--- config.mk ---
export PLATFORM = sky130hd
export DESIGN_NAME = silife_gen_ctrl_flat
export DESIGN_NICKNAME = d
export VERILOG_FILES = /design/src/rtl/silife_gen_ctrl_if.sv /design/src/rtl/silife_gen_ctrl.sv /design/src/flat_wrapper.sv
export SDC_FILE = /design/constraint.sdc
export NUM_CORES = 1
export LEC_CHECK = 0
export BUFFER_PORTS_ARGS = -buffer_cell sky130_fd_sc_hd__buf_2
export CORE_MARGIN = 2
export CORE_UTILIZATION = 35
export CTS_BUF_LIST = sky130_fd_sc_hd__clkbuf_16
export DETAILED_ROUTE_END_ITERATION = 16
export PLACE_DENSITY_LB_ADDON = 0.05
export SYNTH_ARGS = -nofsm -noshare
export SYNTH_HDL_FRONTEND = slang
export SYNTH_SLANG_ARGS = --single-unit
export TNS_END_PERCENT = 50
--- constraint.sdc ---
create_clock -name clk_i -period 6.77 [get_ports clk_i]
set_input_delay 1.354 -clock clk_i [delete_from_list [all_inputs] [get_ports clk_i]]
set_output_delay 1.354 -clock clk_i [all_outputs]
set_load 0.03 [all_outputs]
--- src/rtl/silife_gen_ctrl_if.sv ---
// Command channel of the silife generation controller: one command plus the
// free-run period, moved across a valid/ready handshake.
interface silife_gen_ctrl_if #(
    parameter int PERIOD_WIDTH = 16
);
    // A command transfers on a rising edge where cmd_valid && cmd_ready. The
    // source keeps cmd_valid, cmd and period stable until that edge. The
    // controller never stores a command it has not accepted.
    logic                    cmd_valid;
    logic                    cmd_ready;
    logic [1:0]              cmd;
    logic [PERIOD_WIDTH-1:0] period;

    modport master (
        output cmd_valid,
        output cmd,
        output period,
        input  cmd_ready
    );

    modport slave (
        input  cmd_valid,
        input  cmd,
        input  period,
        output cmd_ready
    );
endinterface

--- src/rtl/silife_gen_ctrl.sv ---
// Generation controller for the silife cell array: turns stop/run/step/clear commands into
// one-cycle cell_enable / cell_reset strobes. Optional generation counter: SILIFE_GEN_COUNT_EN.
module silife_gen_ctrl #(
    parameter int PERIOD_WIDTH = 16,
    parameter int GEN_WIDTH    = 16
) (
    input  logic                 clk_i,
    input  logic                 rst_i,
    silife_gen_ctrl_if.slave     cmd_if,
    output logic                 busy_o,
    output logic                 cell_enable_o,
    output logic                 cell_reset_o,
    output logic [GEN_WIDTH-1:0] generation_o,
    output logic                 gen_wrap_o,
    output logic [1:0]           state_o
);

    typedef enum logic [1:0] {
        ST_IDLE  = 2'd0,
        ST_RUN   = 2'd1,
        ST_STEP  = 2'd2,
        ST_CLEAR = 2'd3
    } state_e;

    localparam logic [1:0] CMD_STOP  = 2'd0;
    localparam logic [1:0] CMD_RUN   = 2'd1;
    localparam logic [1:0] CMD_STEP  = 2'd2;
    localparam logic [1:0] CMD_CLEAR = 2'd3;

    state_e                  state_q, state_d;
    logic [PERIOD_WIDTH-1:0] cnt_q, cnt_d;
    logic                    enable_q, enable_d;
    logic                    clear_q, clear_d;
    logic                    accept;
    logic [PERIOD_WIDTH-1:0] period_w;

    assign period_w         = cmd_if.period;
    assign cmd_if.cmd_ready = (state_q == ST_IDLE) || (state_q == ST_RUN);
    assign accept           = cmd_if.cmd_valid && cmd_if.cmd_ready;

    // cnt_q holds the idle edges still to pass before the next pulse-issuing edge,
    // so a (re)start loads period-1 and period=0 pulses on the accepting edge itself.
    always_comb begin
        state_d  = state_q;
        cnt_d    = cnt_q;
        enable_d = 1'b0;
        clear_d  = 1'b0;
        unique case (state_q)
            ST_IDLE: begin
                if (accept) begin
                    unique case (cmd_if.cmd)
                        CMD_RUN: begin
                            state_d = ST_RUN;
                            if (period_w == '0) begin
                                enable_d = 1'b1;
                                cnt_d    = '0;
                            end else begin
                                cnt_d = period_w - PERIOD_WIDTH'(1);
                            end
                        end
                        CMD_STEP: begin
                            state_d  = ST_STEP;
                            enable_d = 1'b1;
                        end
                        CMD_CLEAR: begin
                            state_d = ST_CLEAR;
                            clear_d = 1'b1;
                        end
                        default: state_d = ST_IDLE;
                    endcase
                end
            end
            ST_RUN: begin
                if (accept && cmd_if.cmd == CMD_STOP) begin
                    state_d = ST_IDLE;
                    cnt_d   = '0;
                end else if (accept && cmd_if.cmd == CMD_CLEAR) begin
                    state_d = ST_CLEAR;
                    clear_d = 1'b1;
                    cnt_d   = '0;
                end else if (accept && cmd_if.cmd == CMD_RUN) begin
                    if (period_w == '0) begin
                        enable_d = 1'b1;
                        cnt_d    = '0;
                    end else begin
                        cnt_d = period_w - PERIOD_WIDTH'(1);
                    end
                end else if (cnt_q == '0) begin
                    // An accepted STEP lands here too: it is dropped and counting goes on.
                    enable_d = 1'b1;
                    cnt_d    = period_w;
                end else begin
                    cnt_d = cnt_q - PERIOD_WIDTH'(1);
                end
            end
            ST_STEP:  state_d = ST_IDLE;
            ST_CLEAR: state_d = ST_IDLE;
            default:  state_d = ST_IDLE;
        endcase
    end

    always_ff @(posedge clk_i or posedge rst_i) begin
        if (rst_i) begin
            state_q  <= ST_IDLE;
            cnt_q    <= '0;
            enable_q <= 1'b0;
            clear_q  <= 1'b0;
        end else begin
            state_q  <= state_d;
            cnt_q    <= cnt_d;
            enable_q <= enable_d;
            clear_q  <= clear_d;
        end
    end

    assign cell_enable_o = enable_q;
    assign cell_reset_o  = clear_q;
    assign busy_o        = (state_q != ST_IDLE);
    assign state_o       = state_q;

`ifdef SILIFE_GEN_COUNT_EN
    logic [GEN_WIDTH-1:0] gen_q, gen_d;
    logic                 wrap_q, wrap_d;

    // Counts on the same edge that registers the cell_enable pulse.
    always_comb begin
        gen_d  = gen_q;
        wrap_d = 1'b0;
        if (clear_d) begin
            gen_d = '0;
        end else if (enable_d) begin
            gen_d  = gen_q + GEN_WIDTH'(1);
            wrap_d = &gen_q;
        end
    end

    always_ff @(posedge clk_i or posedge rst_i) begin
        if (rst_i) begin
            gen_q  <= '0;
            wrap_q <= 1'b0;
        end else begin
            gen_q  <= gen_d;
            wrap_q <= wrap_d;
        end
    end

    assign generation_o = gen_q;
    assign gen_wrap_o   = wrap_q;
`else
    assign generation_o = '0;
    assign gen_wrap_o   = 1'b0;
`endif

endmodule

--- src/flat_wrapper.sv ---
// flat-port wrapper written by rule: the top's interface ports become plain ports
module silife_gen_ctrl_flat 
#(
    parameter int PERIOD_WIDTH = 16,
    parameter int GEN_WIDTH    = 16
)
  (clk_i, rst_i, busy_o, cell_enable_o, cell_reset_o, generation_o, gen_wrap_o, state_o, cmd_if_cmd_valid, cmd_if_cmd, cmd_if_period, cmd_if_cmd_ready);
  silife_gen_ctrl_if #(.PERIOD_WIDTH(PERIOD_WIDTH)) cmd_if_i ();
  input  logic clk_i;
  input  logic rst_i;
  output logic busy_o;
  output logic cell_enable_o;
  output logic cell_reset_o;
  output logic [GEN_WIDTH-1:0] generation_o;
  output logic gen_wrap_o;
  output logic [1:0] state_o;
  input wire logic [$bits(cmd_if_i.cmd_valid)-1:0] cmd_if_cmd_valid;
  input wire logic [$bits(cmd_if_i.cmd)-1:0] cmd_if_cmd;
  input wire logic [$bits(cmd_if_i.period)-1:0] cmd_if_period;
  output wire logic [$bits(cmd_if_i.cmd_ready)-1:0] cmd_if_cmd_ready;
  assign cmd_if_i.cmd_valid = cmd_if_cmd_valid;
  assign cmd_if_i.cmd = cmd_if_cmd;
  assign cmd_if_i.period = cmd_if_period;
  assign cmd_if_cmd_ready = cmd_if_i.cmd_ready;
  silife_gen_ctrl #(.PERIOD_WIDTH(PERIOD_WIDTH), .GEN_WIDTH(GEN_WIDTH)) u_core (.clk_i(clk_i), .rst_i(rst_i), .cmd_if(cmd_if_i), .busy_o(busy_o), .cell_enable_o(cell_enable_o), .cell_reset_o(cell_reset_o), .generation_o(generation_o), .gen_wrap_o(gen_wrap_o), .state_o(state_o));
endmodule
# Word-level counts from Yosys, hierarchy flattened
# Cells that the tools add are included.
# W data, S select, Z words.
dict set report op_classes {
  add_sub_neg 2
  n_eq_ne 9
  mux 26
  n_reduce_logical 14
}
# operator count
set ops {}
lappend ops {{$mux W16} 7}
lappend ops {{$logic_not A16 Y1} 2}
lappend ops {{$pmux W16 S2} 1}
lappend ops {{$sub A16 B1 Y16 const B} 2}
lappend ops {{$pmux W2 S3} 2}
lappend ops {{$mux W1} 10}
lappend ops {{$eq A2 B2 Y1 const B} 4}
lappend ops {{$mux W2} 3}
lappend ops {{$pmux W1 S2} 3}
lappend ops {{$eq A2 B1 Y1 const B} 2}
lappend ops {{$logic_and A1 B1 Y1} 4}
lappend ops {{$logic_not A2 Y1} 2}
lappend ops {{$reduce_bool A2 Y1} 2}
lappend ops {{$ne A3 B3 Y1 const B} 1}
lappend ops {{$reduce_and A3 Y1} 1}
lappend ops {{$ne A2 B1 Y1 const B} 1}
lappend ops {{$ne A2 B2 Y1 const B} 1}
lappend ops {{$reduce_and A2 Y1} 1}
lappend ops {{$reduce_or A2 Y1} 1}
lappend ops {{$logic_or A1 B1 Y1} 1}
dict set report word_totals {
  register_bits 20
  input_bits 21
  output_inout_bits 23
  word_cells 55
}

# Logic depth before layout (Yosys ltp)
# Gate-level depths: netlist (run 1).
dict set report logic_depth {
  depth_word 8
  ltp_mapped 9
  mapped_depth_nobuf 7
}

# Least setup slack after synthesis (run 1)
# Ideal clock, no wire load.
dict set report synth_path {
  path_type {input port to flip-flop}
  from {input port cmd_if_period[0]}
  to {register u_core.enable_q (netlist: u_core.cell_enable_o)}
  t_arrival_ps 3122
  required_time_ps 6678
  path_slack_ps 3556
  stages 7
  n_path_buf 0
  path_cell_list {inv_1 ha_1 or4b_1 nor4_4 a21oi_1 or4b_1 o31ai_2}
}
dict set report synth_via {
  elab_chain_len 6
  word_cells_on_any_way 8
  classes_between {7 x mux; 1 x reduce/logical}
}
# element line_no
set synth_lines {}
lappend synth_lines {{start, declared} flat_wrapper.sv:19} ;# input wire logic [$bits(cmd_if_i.period)-1:0] cmd_if_period;
lappend synth_lines {{$logic_not A16 Y1 *} {silife_gen_ctrl.sv:54, silife_gen_ctrl.sv:82}}
lappend synth_lines {{$mux W1 *} {silife_gen_ctrl.sv:54, silife_gen_ctrl.sv:82}}
lappend synth_lines {{$mux W1} silife_gen_ctrl.sv:81} ;# end else if (accept && cmd_if.cmd == CMD_RUN) begin
lappend synth_lines {{$mux W1} silife_gen_ctrl.sv:77} ;# end else if (accept && cmd_if.cmd == CMD_CLEAR) begin
lappend synth_lines {{$mux W1} silife_gen_ctrl.sv:74} ;# if (accept && cmd_if.cmd == CMD_STOP) begin
lappend synth_lines {{$pmux W1 S2 *} silife_gen_ctrl.sv:48} ;# unique case (state_q)
lappend synth_lines {{named net u_core.enable_d} silife_gen_ctrl.sv:32} ;# logic enable_q, enable_d;
lappend synth_lines {{end signal, assigned} silife_gen_ctrl.sv:111} ;# enable_q <= enable_d;
lappend synth_lines {{end, declared} silife_gen_ctrl.sv:32}
# Mark *: on every way through the listed nets, which the timed path passes. The rest lies on a longest branch.
# A chain may end at the register's enable or synchronous reset.

# Worst setup path in the final report (run 1)
dict set report layout_path {
  from {input port cmd_if_period[0]}
  to {register u_core.cnt_q[10]}
}
dict set report layout_via {
  elab_chain_len 6
  word_cells_on_any_way 9
  classes_between {1 x add/sub; 7 x mux; 1 x reduce/logical}
}
# element line_no
set layout_lines {}
lappend layout_lines {{$sub A16 B1 Y16 / $logic_not A16 Y1 (equally long branches)} -}
lappend layout_lines {{$mux W16 *} {silife_gen_ctrl.sv:54, silife_gen_ctrl.sv:82}}
lappend layout_lines {{$mux W16} silife_gen_ctrl.sv:81}
lappend layout_lines {{$mux W16} silife_gen_ctrl.sv:77}
lappend layout_lines {{$mux W16} silife_gen_ctrl.sv:74}
lappend layout_lines {{$pmux W16 S2 *} silife_gen_ctrl.sv:48}
lappend layout_lines {{end signal, assigned} silife_gen_ctrl.sv:110} ;# cnt_q <= cnt_d;
lappend layout_lines {{end, declared} silife_gen_ctrl.sv:31} ;# logic [PERIOD_WIDTH-1:0] cnt_q, cnt_d;
# Every way passes the cells marked *; elsewhere a longest branch is shown, timed or not. The select of a mux whose other input is x is not followed.

==> flow_summary.toml, run 1 <==
[yosys]
yosysMostFrequentCell = "nor2_1"
syn_area_um2 = 2140
syn_avg_cell_area_um2 = 8.17
ys_top_cells_by_count = "nor2_1 (30), dfrtp_1 (20), nor3_1 (18)"
async_reset_ff_share_pct = 100
syn_inst = 262
yosys_warnings = 0
yosys-top-cells-area = "dfrtp_1 (23%), buf_4 (6.0%), xnor2_1 (5.7%)"
synth_edf_count = 0
synth-seq-area-share_pct = 23.4
synth_top_area_share_pct = 23.4
ys_ff_latch = 20
synth_flop_cell = "dfrtp_1"
post-synth-top-area-cell = "dfrtp_1"
ys_types = 55

[timing]
fmax_mhz = 290
layout_setup_ws_ps = 3320
setup_viol = 0
hold_viol = 0
worstMarginPinSlew_ps = 1170
rsz0062_at_grt = "no"
finalCritPeriodShare_pct = 51.0
finalSetupTns_ps = 0
finalClockSkew_ps = 3.08
slew_viol_final = 0
slew-limit-headroom_pct = 20.8
finalCriticalPeriod_ps = 3450

[job]
drv_cap = 0

[clock_tree]
cts_setup_buffers = 0
cts_buffers = 3
cts-root-buf = "clkbuf_16"
cts_tree = "done"
clockBufferDepth = 2
cts_sinks = 20
cts_max_level = 1
clk_pin_slew_ps = 60
ctsHoldBuffers = 0
cts_resized = 0
insertion_delay_ps = 260

[power]
switching_power_uw = 343
intPower_uw = 390
ir_drop_mv = 0.132
p_comb_share_pct = 49.3
power.share.clock_pct = 18.2
cellPowerDensity_nw_per_um2 = 316
swShare_pct = 46.8
seqPwrFrac_pct = 32.5
p_leak_uw = 0.000922

[layout]
seq_area_um2 = 500
num_antenna_cells = 0
nFillCells = 622
syn2layout_area_growth_pct = 8.25
drive_above_1_share_pct = 17.4
multi_input_area_um2 = 1480
fin_area_um2 = 2320
layout.nets = 313

[critical_path]
critPathLaunchType = "input pin"
cp.required_ps = 6930
crit_arrival_ps = 3610
r2r_end = "u_core.cnt_q[10]"
crit_path_end_kind = "flop"
worstReg2RegStart = "u_core.cnt_q[2]"
path_class = "input pin to flop"
reg2reg_depth = 5
critical_path_peak_fanout = 6
r2r_slack_ps = 3740

[route]
drt_iter0_drc = 92
drc = 0
num_vias = 1963
drt_pass1_iterations = 4
ant_nets = 0
wl_um = 6170
avgViaCountPerCell = 5.50
wl_per_cell_um = 17.3

[global_routing]
grt.total_usage_pct = 19.1
grt_pass1_wl_um = 9640
grt_pass1_vias = 1874
overflow = 0
grt_start_max_net_pins = 23
antenna_found_initial = 0

[min_path]
min_path_type = "flop to flop"
hold_depth = 1
whs_endpoint = "u_core.state_o[0]"
min_from = "u_core.state_o[1]"

[die]
die_y_um = 82.2
ios = 44
die_w_um = 82.2
die_area_um2 = 6750
rows = 28
initial_utilization_pct = 36.1
core_area_um2 = 5920

[place]
place_congestion = 0.807
port_buffers = 26
hpwl_um = 4560
dpl_worst_slack_ps = 3070
dpl_cell_area_um2 = 2240

[run_status]
status = "complete, no violations"
[registers in the layout, indices dropped and copies added, names as in the netlist]
register              flops
u_core.state_o            2
u_core.cell_reset_o       1
u_core.cnt_q             16
u_core.cell_enable_o      1
[power by group through the flow]
stage	clock (µW)	combinational (µW)	sequential [µW]
after floorplan	0	286	224
after global placement	0	365	239
after detailed placement	0	363	239
after CTS	133	364	237
after global routing	140	401	247
final	133	361	238
[worst max-delay path: stages]
cell and delay, ps:
buf_2 100, inv_1 110, ha_1 220, nor4b_1 950
nand3_1 210, xnor2_1 230, o22ai_1 110, nor4_1 330
[per-layer routing]
layer | GRT usage, % | vias to the layer above | share of wire, %
li1 | - | 970 | -
met4 | 7.67 | 0 | 1.5
met1 | 25.8 | 936 | 47
met2 | 30.2 | 51 | 46
met5 | 0 | - | 0
met3 | 2.93 | 6 | 4.8
[layout make-up]
type                            count  area share, %
Sequential cell                    20           21.6
Tap cell                           75           4.05
Inverter                            9           1.46
Multi-Input combinational cell    223           63.9
Timing Repair Buffer               26           5.62
Clock buffer                        3           3.24
Clock inverter                      1          0.162
[worst max path at each step]
stage / start / to / cells past startpoint
floorplan: cmd_if_period[0] / u_core.cell_enable_o / 7
global placement: cmd_if_period[0] / u_core.cnt_q[14] / 8
detailed placement: cmd_if_cmd[1] / u_core.cnt_q[13] / 8
CTS: cmd_if_cmd[1] / u_core.cnt_q[13] / 8
global route: cmd_if_period[0] / u_core.cnt_q[10] / 8
finish: cmd_if_period[0] / u_core.cnt_q[10] / 8
[cells by family after synthesis]
| family | count (synthesis) | synth area share, % |
|---|---|---|
| buffers and inverters | 35 | 10.3 |
| other | 1 | 0.175 |
| AO/OA/AOI/OAI | 52 | 17.0 |
| flip-flops | 20 | 23.4 |
| multiplexers | 8 | 3.74 |
| adder cells (fa/ha/maj) | 9 | 5.26 |
| AND/OR/NAND/NOR | 117 | 31.9 |
| XOR/XNOR | 20 | 8.19 |
[per-stage QoR]
step	instances	power, µW	hold slack (ps)	util, %
after CTS	357	733	581	39.1
after detailed placement	353	602	559	37.8
final	357	733	577	39.1
after floorplan	278	510	598	-
after global placement	353	605	563	37.8
after global routing	357	788	622	39.1
[cells in the final DEF, fill, tap and decap left out, drive strengths merged, types with 7 or more instances in the layout]
| cell type | instances |
|---|---|
| nor4 | 13 |
| nor2 | 31 |
| conb | 17 |
| ha | 9 |
| a211oi | 7 |
| nand2 | 11 |
| a21oi | 13 |
| o21ai | 11 |
| inv | 9 |
| dfrtp | 20 |
| xnor2 | 14 |
| nor3 | 19 |
| buf | 26 |
| mux2i | 8 |
Note: power is estimated with default switching activity, not from simulation.
==> run 2: changes to the inputs <==
clock period = 3.2 ns   (was 6.77 ns; I/O delays follow)
==> flow_summary.toml, run 2 (synthesized netlist as in run 1, its figures left out) <==
[timing]
hold_viol = 0
whs_ps = 546
worstMarginPinSlew_ps = 871
finalCriticalPeriod_ps = 2450
fmax_mhz = 408
finalCritPeriodShare_pct = 76.6
setup_viol = 0
slew_viol_final = 0
finalSetupTns_ps = 0
slew-limit-headroom_pct = 41.9
finalClockSkew_ps = 9.41
rsz0062_at_grt = "no"

[clock_tree]
clk_pin_slew_ps = 70
cts_tree = "done"
cts_buffers = 3
cts_resized = 0
insertion_delay_ps = 260
clockBufferDepth = 2
cts_setup_buffers = 0
ctsHoldBuffers = 0
cts-root-buf = "clkbuf_16"
cts_sinks = 20
cts_max_level = 1

[critical_path]
critical_path_peak_fanout = 14
worstReg2RegStart = "u_core.cnt_q[2]"
r2r_end = "u_core.cnt_q[10]"
cp_num_buf_inv = 1
crit_path_max_incr_delay_ps = 610
slowest_stage = "or4_4"
critPathLaunchType = "flop"
critPathTopFamily = "simple AND/OR/NAND/NOR gates"
path_class = "flop to flop"
cp.required_ps = 3360
crit_arrival_ps = 2610
r2r_slack_ps = 750
path_cells = "or4_4, nor4_4, and3_1, buf_4, nor3_1, nor4_1"
crit_path_end_kind = "flop"
reg2reg_depth = 6

[layout]
largest-register = "u_core.cnt_q"
syn2layout_area_growth_pct = 13.3
largest_reg_flops = 16
layout.nets = 324
num_antenna_cells = 0
layout_commonest_cell = "nor2_1"
drive_above_1_share_pct = 20.8
final_cell_mix = "nor2_1 (30), buf_2 (26), dfrtp_1 (20)"

[place]
port_buffers = 26
hpwl_um = 4630
place_congestion = 0.787

[die]
die_w_um = 82.2
initial_utilization_pct = 36.1
die_area_um2 = 6750
die_y_um = 82.2
rows = 28
core_area_um2 = 5920
ios = 44

[power]
p_leak_uw = 0.000990
ir_drop_mv = 0.237
cellPowerDensity_nw_per_um2 = 680

[global_routing]
overflow = 0
grt.total_usage_pct = 19.7
antenna_found_initial = 0
grt_start_max_net_pins = 22
grt_pass1_wl_um = 9940
grt_pass1_vias = 1873

[job]
drv_cap = 0

[min_path]
min_path_type = "input pin to asynchronous set/reset pin"

[route]
drt_pass1_iterations = 4
drc = 0
wl_per_cell_um = 16.9
avgViaCountPerCell = 5.43
num_vias = 1997
ant_nets = 0
wl_um = 6220
drt_iter0_drc = 119

[run_status]
status = "complete, no violations"
run 2: cell count changes in the layout (fill, tap and decap cells not counted):
cell,previous run,this run
buf_4,0,11
clkinv_1,1,0
bufinv_16,0,1
run 2: cell type report:
cell class                      instances  area [µm²]
Timing Repair Buffer                   37         213
Fill cell                             644        3500
Tap cell                               75        93.8
Sequential cell                        20         500
Multi-Input combinational cell        223        1480
Clock inverter                          1        30.0
Clock buffer                            3        75.1
Inverter                                9        33.8
run 2: metrics by stage:
step / instances / total power (µW) / area (µm²) / setup slack (ps) / util (%)
2_1_floorplan: 278 / 1080 / 2200 / 700 / -
3_3_place_gp: 364 / 1300 / 2320 / 624 / 39.2
3_5_place_dp: 364 / 1290 / 2320 / 566 / 39.2
4_1_cts: 368 / 1650 / 2420 / 784 / 41.0
5_1_grt: 368 / 1780 / 2420 / 662 / 41.0
6_report: 368 / 1650 / 2420 / 750 / 41.0
run 2: power breakdown:
group / switching [µW] / internal [µW]
Sequential: 146 / 356
Combinational: 468 / 316
Clock: 115 / 249
run 2: layer usage:
layer	routed length (µm)	vias up	part of all wire [%]	GRT usage [%]
met5	0	-	0	0
met4	116	0	1.9	5.33
met3	266	9	4.3	3.80
met2	2810	50	45	31.2
met1	3030	943	49	27.3
li1	-	995	-	-
run 2: worst max-delay path by stage:
stage                      from              endpoint  slack [ps]  cells past startpoint
2_1_floorplan  cmd_if_period[0]  u_core.cell_enable_o         700                      7
3_3_place_gp   cmd_if_period[0]  u_core.cell_enable_o         620                      8
3_5_place_dp   cmd_if_period[0]      u_core.cnt_q[12]         570                      8
4_1_cts         u_core.cnt_q[2]      u_core.cnt_q[10]         780                      6
5_1_grt         u_core.cnt_q[2]      u_core.cnt_q[10]         660                      6
6_report        u_core.cnt_q[2]      u_core.cnt_q[10]         750                      6
==> run 3: changes to the inputs <==
clock period = 2.46 ns   (was 3.2 ns; I/O delays follow)
==> flow_summary.toml, run 3 (synthesized netlist as in run 1, its figures left out) <==
[power]
p_comb_share_pct = 52.6
swShare_pct = 45.7
switching_power_uw = 949
ir_drop_mv = 0.409
intPower_uw = 1130
cellPowerDensity_nw_per_um2 = 832
p_leak_uw = 0.00104
power.share.clock_pct = 17.0
seqPwrFrac_pct = 30.4

[clock_tree]
ctsHoldBuffers = 0
clockBufferDepth = 2
cts-root-buf = "clkbuf_16"
insertion_delay_ps = 260
cts_max_level = 1
cts_buffers = 3
clk_pin_slew_ps = 60
cts_setup_buffers = 0
cts_resized = 0
cts_tree = "done"
cts_sinks = 20

[timing]
slew_viol_final = 0
finalCriticalPeriod_ps = 2270
rsz0062_at_grt = "no"
hold_viol = 0
finalClockSkew_ps = 2.20
fmax_mhz = 441
finalSetupTns_ps = 0
setup_viol = 0
finalCritPeriodShare_pct = 92.1

[route]
avgViaCountPerCell = 5.38
drc = 0
wl_per_cell_um = 17.1
wl_um = 6490
drt_iter0_drc = 107
num_vias = 2043
ant_nets = 0
drt_pass1_iterations = 4

[critical_path]
crit_arrival_ps = 2400
critical_path_peak_fanout = 7
cp.required_ps = 2600
path_class = "flop to flop"
slowest_stage = "or4_4"
crit_path_end_kind = "flop"
path_cells = "or4_4, nor4_4, and3_1, buf_4, mux2i_1, a21oi_2"
crit_path_max_incr_delay_ps = 560
critPathLaunchType = "flop"

[place]
place_congestion = 0.809
port_buffers = 26
hpwl_um = 4960

[layout]
largest_reg_flops = 16
layout_commonest_cell = "nor2_1"
layout.nets = 337
finish.utilization_pct = 42.1
largest-register = "u_core.cnt_q"
final_cell_mix = "nor2_1 (30), buf_2 (26), buf_4 (24)"
syn2layout_area_growth_pct = 16.5
num_antenna_cells = 0
drive_above_1_share_pct = 23.9

[global_routing]
grt_pass1_vias = 2022
antenna_found_initial = 0
overflow = 0
grt_pass1_wl_um = 10700
grt.total_usage_pct = 21.1
grt_start_max_net_pins = 21

[min_path]
min_path_type = "input pin to asynchronous set/reset pin"

[run_status]
status = "complete, no violations"

[die]
die_w_um = 82.2
rows = 28
die_y_um = 82.2
core_area_um2 = 5920
die_area_um2 = 6750
initial_utilization_pct = 36.1
ios = 44

[job]
drv_cap = 0
-- run 3: cell count changes in the layout (fill, tap and decap cells not counted), sizes merged --
cell    delta
buf       +13
bufinv     -1
-- run 3: worst paths after layout --
| path | start | endpoint | cells past startpoint | slack [ps] |
|---|---|---|---|---|
| worst min register to register | u_core.state_o[1] | u_core.state_o[0] | 1 | 570 |
| worst min-delay path | rst_i | u_core.cnt_q[5] | 3 | 280 |
| worst max register to register | u_core.cnt_q[4] | u_core.cnt_q[0] | 6 | 190 |
| max in group asynchronous | rst_i | u_core.cnt_q[0] | 3 | 1940 |
| worst max-delay path | u_core.cnt_q[4] | u_core.cnt_q[0] | 6 | 190 |
| min in group clk_i | cmd_if_cmd_valid | u_core.state_o[0] | 2 | 480 |
-- run 3: layer usage --
metal | global-route usage [%] | vias up | part of all wire (%) | wire length, µm
met5 | 0 | - | 0 | 0
met4 | 6.67 | 0 | 2.2 | 142
met3 | 2.07 | 11 | 3.9 | 256
met2 | 33.5 | 61 | 45 | 2900
met1 | 30.1 | 950 | 49 | 3190
li1 | - | 1021 | - | -
-- run 3: power groups by stage --
stage	Clock (µW)	Combinational, µW	Sequential, µW
6_report	353	1090	630
5_1_grt	374	1230	657
4_1_cts	360	1090	627
3_5_place_dp	0	1090	629
3_3_place_gp	0	1090	630
2_1_floorplan	0	786	617
-- run 3: stage by stage --
stage | worst slack [ps] | instance area (µm²) | hold WS, ps | cells | power, µW
floorplan | 108 | 2200 | 456 | 278 | 1400
global placement | 88.5 | 2420 | 554 | 377 | 1720
detailed placement | 61.2 | 2420 | 556 | 377 | 1720
CTS | 176 | 2490 | 287 | 380 | 2080
global route | 38.1 | 2490 | 310 | 380 | 2260
finish | 194 | 2490 | 279 | 380 | 2070
-- run 3: cell type report --
cell class	count	area, µm²
fill	628	3430
multi-input combinational	223	1480
clock buffer	3	75.1
inverter	9	33.8
sequential	20	500
timing repair buffer	50	310
tap	75	93.8
-- run 3: critical path: cells and delay by family, from the launching register on --
family | cells | cell delay [ps]
simple gates | 3 | 1180
mux | 1 | 250
buf+inv | 1 | 190
compound gates | 1 | 90
flops | 1 | 430
